### src/rtl/bin_threshold_ctrl.sv
`default_nettype none
// ============================================================================
// Module      : bin_threshold_ctrl
// Description : Frame-synchronous threshold controller for Y-to-binary
//               thresholding. Auto mode divides the frame luma sum by the
//               pixel count, adds a signed offset and clamps to 0..255.
//               Manual mode forwards a configured value. The threshold is
//               only reloaded at the start of active video.
// Revision    : 1.0 - initial release
// ============================================================================
module bin_threshold_ctrl #(
  parameter int         SUM_W    = 32,
  parameter logic [7:0] INIT_THR = 8'd128
) (
  input  logic       clk,
  input  logic       rst_n,
  input  logic       pre_frame_vsync,
  input  logic       pre_frame_de,
  input  logic [7:0] img_y,
  input  logic       cfg_auto_en,
  input  logic [7:0] cfg_manual_thr,
  input  logic [7:0] cfg_offset,
  input  logic       cfg_clr_flags,
  output logic [7:0] threshold,
  output logic [7:0] mean_y,
  output logic       thr_update,
  output logic       calc_busy,
  output logic       overrun_flag,
  output logic       zero_frame_flag
);

  localparam int CNT_W = SUM_W - 8;
  localparam int REM_W = CNT_W + 1;
  localparam int IT_W  = $clog2(SUM_W + 1);

  localparam logic [1:0] S_IDLE = 2'd0;
  localparam logic [1:0] S_DIV  = 2'd1;
  localparam logic [1:0] S_DONE = 2'd2;

  logic              r_vsync_d;
  logic              w_rise;
  logic              w_fall;
  logic [SUM_W-1:0]  r_sum;
  logic [CNT_W-1:0]  r_cnt;
  logic [1:0]        r_state;
  logic [IT_W-1:0]   r_iter;
  logic [SUM_W-1:0]  r_quo;
  logic [REM_W-1:0]  r_rem;
  logic [CNT_W-1:0]  r_div;
  logic [7:0]        r_pend_thr;
  logic              r_pend_vld;
  logic [SUM_W:0]    w_sum_inc;
  logic [REM_W-1:0]  w_rem_sh;
  logic [REM_W:0]    w_diff;
  logic              w_ge;
  logic signed [9:0] w_sum10;
  logic [7:0]        w_clamp;
  logic              w_ovr_set;
  logic              w_zero_set;

  assign w_rise    = pre_frame_vsync & ~r_vsync_d;
  assign w_fall    = ~pre_frame_vsync & r_vsync_d;
  assign calc_busy = (r_state == S_DIV);

  // Saturating sum: a carry out of the accumulator pins it at all-ones.
  assign w_sum_inc = {1'b0, r_sum} + {{(SUM_W-7){1'b0}}, img_y};

  // Restoring divider step; remainder stays below the divisor, so one extra bit suffices.
  assign w_rem_sh = {r_rem[REM_W-2:0], r_quo[SUM_W-1]};
  assign w_diff   = {1'b0, w_rem_sh} - {2'b00, r_div};
  assign w_ge     = ~w_diff[REM_W];

  // Offset is applied in 10-bit signed so both clamp directions are visible.
  assign w_sum10 = $signed({2'b00, r_quo[7:0]}) + $signed({{2{cfg_offset[7]}}, cfg_offset});
  assign w_clamp = w_sum10[9] ? 8'd0 : (w_sum10[8] ? 8'd255 : w_sum10[7:0]);

  assign w_ovr_set  = (w_rise & (r_state == S_DIV)) |
                      (w_fall & cfg_auto_en & ~r_pend_vld & calc_busy);
  assign w_zero_set = w_rise & (r_cnt == '0);

  // Vsync delay register for edge detection.
  always_ff @(posedge clk or negedge rst_n) begin
    if (!rst_n) r_vsync_d <= 1'b0;
    else        r_vsync_d <= pre_frame_vsync;
  end

  // Per-frame luma sum and pixel count; restarted on vsync rise.
  always_ff @(posedge clk or negedge rst_n) begin
    if (!rst_n) begin
      r_sum <= '0;
      r_cnt <= '0;
    end else if (w_rise) begin
      r_sum <= pre_frame_de ? {{(SUM_W-8){1'b0}}, img_y} : '0;
      r_cnt <= pre_frame_de ? {{(CNT_W-1){1'b0}}, 1'b1} : '0;
    end else if (pre_frame_de) begin
      r_sum <= w_sum_inc[SUM_W] ? '1 : w_sum_inc[SUM_W-1:0];
      if (r_cnt != '1) r_cnt <= r_cnt + 1'b1;
    end
  end

  // Divider FSM: snapshot on rise, one quotient bit per cycle, a rise mid-divide restarts it.
  always_ff @(posedge clk or negedge rst_n) begin
    if (!rst_n) begin
      r_state <= S_IDLE;
      r_iter  <= '0;
      r_quo   <= '0;
      r_rem   <= '0;
      r_div   <= '0;
    end else if (w_rise) begin
      r_quo   <= r_sum;
      r_div   <= r_cnt;
      r_rem   <= '0;
      r_iter  <= '0;
      r_state <= (r_cnt != '0) ? S_DIV : S_IDLE;
    end else begin
      case (r_state)
        S_DIV: begin
          r_rem  <= w_ge ? w_diff[REM_W-1:0] : w_rem_sh;
          r_quo  <= {r_quo[SUM_W-2:0], w_ge};
          r_iter <= r_iter + 1'b1;
          if (r_iter == IT_W'(SUM_W - 1)) r_state <= S_DONE;
        end
        S_DONE:  r_state <= S_IDLE;
        default: r_state <= S_IDLE;
      endcase
    end
  end

  // Capture the finished mean and the clamped candidate threshold.
  always_ff @(posedge clk or negedge rst_n) begin
    if (!rst_n) begin
      mean_y     <= 8'd0;
      r_pend_thr <= 8'd0;
      r_pend_vld <= 1'b0;
    end else if (r_state == S_DONE) begin
      mean_y     <= r_quo[7:0];
      r_pend_thr <= w_clamp;
      r_pend_vld <= 1'b1;
    end else if (w_fall && cfg_auto_en && r_pend_vld) begin
      r_pend_vld <= 1'b0;
    end
  end

  // Threshold reload at start of active video only.
  always_ff @(posedge clk or negedge rst_n) begin
    if (!rst_n) begin
      threshold  <= INIT_THR;
      thr_update <= 1'b0;
    end else begin
      thr_update <= 1'b0;
      if (w_fall) begin
        if (!cfg_auto_en) begin
          threshold  <= cfg_manual_thr;
          thr_update <= 1'b1;
        end else if (r_pend_vld) begin
          threshold  <= r_pend_thr;
          thr_update <= 1'b1;
        end
      end
    end
  end

  // Sticky status flags; a set event in the clear cycle keeps the flag set.
  always_ff @(posedge clk or negedge rst_n) begin
    if (!rst_n) begin
      overrun_flag    <= 1'b0;
      zero_frame_flag <= 1'b0;
    end else begin
      if (w_ovr_set)          overrun_flag <= 1'b1;
      else if (cfg_clr_flags) overrun_flag <= 1'b0;
      if (w_zero_set)         zero_frame_flag <= 1'b1;
      else if (cfg_clr_flags) zero_frame_flag <= 1'b0;
    end
  end

endmodule
`default_nettype wire

### config.mk
export PLATFORM = sky130hd
export DESIGN_NAME = bin_threshold_ctrl
export DESIGN_NICKNAME = d
export VERILOG_FILES = /design/src/rtl/bin_threshold_ctrl.sv
export SDC_FILE = /design/constraint.sdc
export NUM_CORES = 1
export LEC_CHECK = 0
export BUFFER_PORTS_ARGS = -buffer_cell sky130_fd_sc_hd__buf_2
export CORE_AREA = 2 2 166 127
export DETAILED_ROUTE_END_ITERATION = 8
export DIE_AREA = 0 0 168 129
export HOLD_SLACK_MARGIN = 0.06
export PLACE_DENSITY = 0.73
export REMOVE_ABC_BUFFERS = 1
export SLEW_MARGIN = 20
export SYNTH_ARGS = -nofsm -noshare
export SYNTH_HDL_FRONTEND = slang
export SYNTH_SLANG_ARGS = --single-unit
### constraint.sdc
create_clock -name clk -period 2.5 [get_ports clk]
set_input_delay 0.5 -clock clk [delete_from_list [all_inputs] [get_ports clk]]
set_output_delay 0.5 -clock clk [all_outputs]
set_load 0.03 [all_outputs]
==> out/metrics.yaml <==
status: "complete, no violations"
dr.first_iter.drc_count: 811
cts.path.max_buffers: 2
numClockSinks: 173
grt_pass1_vias: 8260
setup_tns_ps: 0
crit_end: "r_sum[27]"
drv_slew: 0
syn_to_final_growth_pct: 25.6
drive_gt1_share_pct: 26.2
fin_nets: 1349
grtUsageTotal_pct: 24.1
grt_setup_unrepaired: "true"
path_class: "register to register"
root_buffer: "clkbuf_16"
hpwl_um: 17800
path_max_fanout: 5
vias_per_cell: 5.79
gp_congestion: 0.900
peakVddDrop_v: 0.000489
tightestPinTransition_ps: 802
num_rows: 45
period_needed_ps: 2490
hold_class: "primary input to register"
ant_nets: 0
die_h_um: 129
port_buffers: 49
finalSetupViolations: 0
coreArea_sq_mm: 0.0200
clock_skew_ps: 9.66
fmax_mhz: 402
cp-end-kind: "register"
grt_pass1_wl_um: 41600
h-tree-depth: 4
antenna_cells: 0
grt-ovfl-total: 0
die_area_sq_mm: 0.0217
timing.rr.end: "r_sum[27]"
syn_avg_cell_area_sq_um: 8.83
initial_core_util_pct: 49.6
synth_flop_cell: "dfrtp_1"
leakagePower_nw: 5.69
critical_path_required_ps: 2830
synthArstFlopShare_pct: 100
ys_seq_area_share_pct: 43.7
grt_max_degree: 118
r2r_cells: 10
clkTransAtPathRegs_ps: 70
io_pins: 50
r2r_start: "r_sum[0]"
cp.arrival_ps: 2820
yosysUniqueCellTypes: 78
crit_path_start: "r_sum[0]"
clock_latency_ps: 440
dr_total_vias: 8935
die_w_um: 168
drcViolationCount: 0
ys_ff_latch: 173
hold_violations: 0
critPathLaunchType: "register"
ys_warn_count: 0
synth_cells: 1123
routedWlPerCell_um: 17.3
cts_tree: "done"
min_period_over_period_pct: 99.5
pwr_density_cell_mw_per_mm2: 1140
relSlewSlack_pct: 46.5
utilization_pct: 62.3
first_pass_iters: 6
synth_edf_count: 0
max_cap_violations: 0
netlist_area_sq_mm: 0.00992
drt_wl_total_um: 26700
r2r_slack_ps: 10
antenna_found_initial: 0
cts-buffers-inserted: 17
[cells by family after synthesis]
| logic type | synth area share, % |
|---|---|
| flops | 43.7 |
| simple gates | 21.5 |
| buf+inv | 3.94 |
| mux | 2.42 |
| fa+ha+maj | 6.16 |
| xor+xnor | 4.86 |
| compound gates | 17.5 |
[where the power goes]
group / leakage (nW) / total [mW] / internal, mW / switching, mW
Clock: 0.275 / 2.61 / 1.32 / 1.28
Sequential: 2.21 / 3.85 / 3.36 / 0.488
Combinational: 3.21 / 7.79 / 3.69 / 4.11
Total: 5.69 / 14.3 / 8.37 / 5.88
[metal layers]
layer / vias up / GRT usage, % / wire (um) / share of wire [%]
li1: 4283 / - / - / -
met1: 4311 / 35.6 / 12800 / 48
met2: 303 / 35.7 / 11800 / 44
met3: 38 / 5.63 / 1740 / 6.5
met4: 0 / 6.34 / 346 / 1.3
met5: - / 0 / 0 / 0
[final cells by class]
cell class	instances	area, sq um
clock inverter	15	145
multi-input combinational	852	5720
inverter	43	161
fill	1578	7530
tap	258	323
timing repair buffer	185	1350
sequential	173	4330
clock buffer	17	425
[synthesized netlist by cell type (8+ instances only)]
master / count / area share, %
clkbuf_1: 47 / 1.8
nor3_1: 39 / 2.0
o21ai_0: 85 / 4.3
dfrtp_1: 172 / 43
nand2_1: 156 / 5.9
xor2_1: 34 / 3.0
mux2i_1: 15 / 1.5
nor2_1: 108 / 4.1
a21oi_1: 84 / 4.2
mux2_2: 8 / 0.91
nand3_1: 27 / 1.4
and4_1: 10 / 0.88
nor2b_1: 11 / 0.69
a211oi_1: 8 / 0.61
ha_1: 44 / 5.5
nand4_1: 14 / 0.88
a21o_1: 14 / 1.1
and3_1: 20 / 1.3
a31oi_1: 43 / 2.7
inv_1: 42 / 1.6
xnor2_1: 21 / 1.9
[state kept, by name, summed over array words and instances (netlist names)]
name / count
mean_y: 8
overrun_flag: 1
r_cnt: 24
r_div: 24
r_iter: 6
r_pend_thr: 8
r_pend_vld: 1
r_quo: 32
r_rem: 24
r_state: 2
r_sum: 32
r_vsync_d: 1
thr_update: 1
threshold: 8
zero_frame_flag: 1
[cell usage in the layout (no fill, tap or decap), types with 15 or more instances in the layout]
master / n
a21oi_1: 68
inv_1: 31
clkbuf_16: 17
buf_2: 48
nor2_1: 105
o21ai_0: 74
nor3_1: 34
ha_1: 27
nand3_1: 27
xnor2_1: 21
a31oi_1: 40
o21ai_1: 15
dfrtp_1: 172
buf_4: 123
and3_1: 19
nand2_1: 156
mux2i_1: 15
xor2_1: 34
[critical path, cell delays in order, from the launching register on]
cell,delay (ps)
dfrtp_1,410
ha_2,210
fa_2,340
a21o_1,180
a21oi_2,150
o21ai_2,70
a21o_1,220
a21oi_4,230
nor2_4,70
or3_1,350
o211a_1,130
[stage by stage]
step	hold WS, ps	setup slack [ps]	cells	instance area, sq um	power [mW]
5_1_grt	211	-81.5	1543	12500	15.1
3_3_place_gp	426	-305	1489	11200	10.1
6_report	216	12.2	1543	12500	14.3
2_1_floorplan	204	-3450	1068	9690	7.84
3_5_place_dp	425	-398	1489	11200	10.2
4_1_cts	203	4.44	1525	11800	13.1
[worst min-delay path by stage]
stage                         start        end  slack [ps]  depth (start not counted)
CTS                 pre_frame_vsync  r_vsync_d         200                          1
global route        pre_frame_vsync  r_vsync_d         210                          1
detailed placement            rst_n  r_rem[19]         430                          1
finish              pre_frame_vsync  r_vsync_d         220                          1
global placement              rst_n  r_rem[18]         430                          1
floorplan                     rst_n  mean_y[0]         200                          0
[timing repair]
action,CTS,global route
hold buffers,1,0
endpoints found under the hold margin,33,0
pin swaps,5,34
resized for setup,18,101
endpoints found under the setup margin,58,62
setup buffers,3,20
No activity file was read; power rests on OpenSTA's default activity.
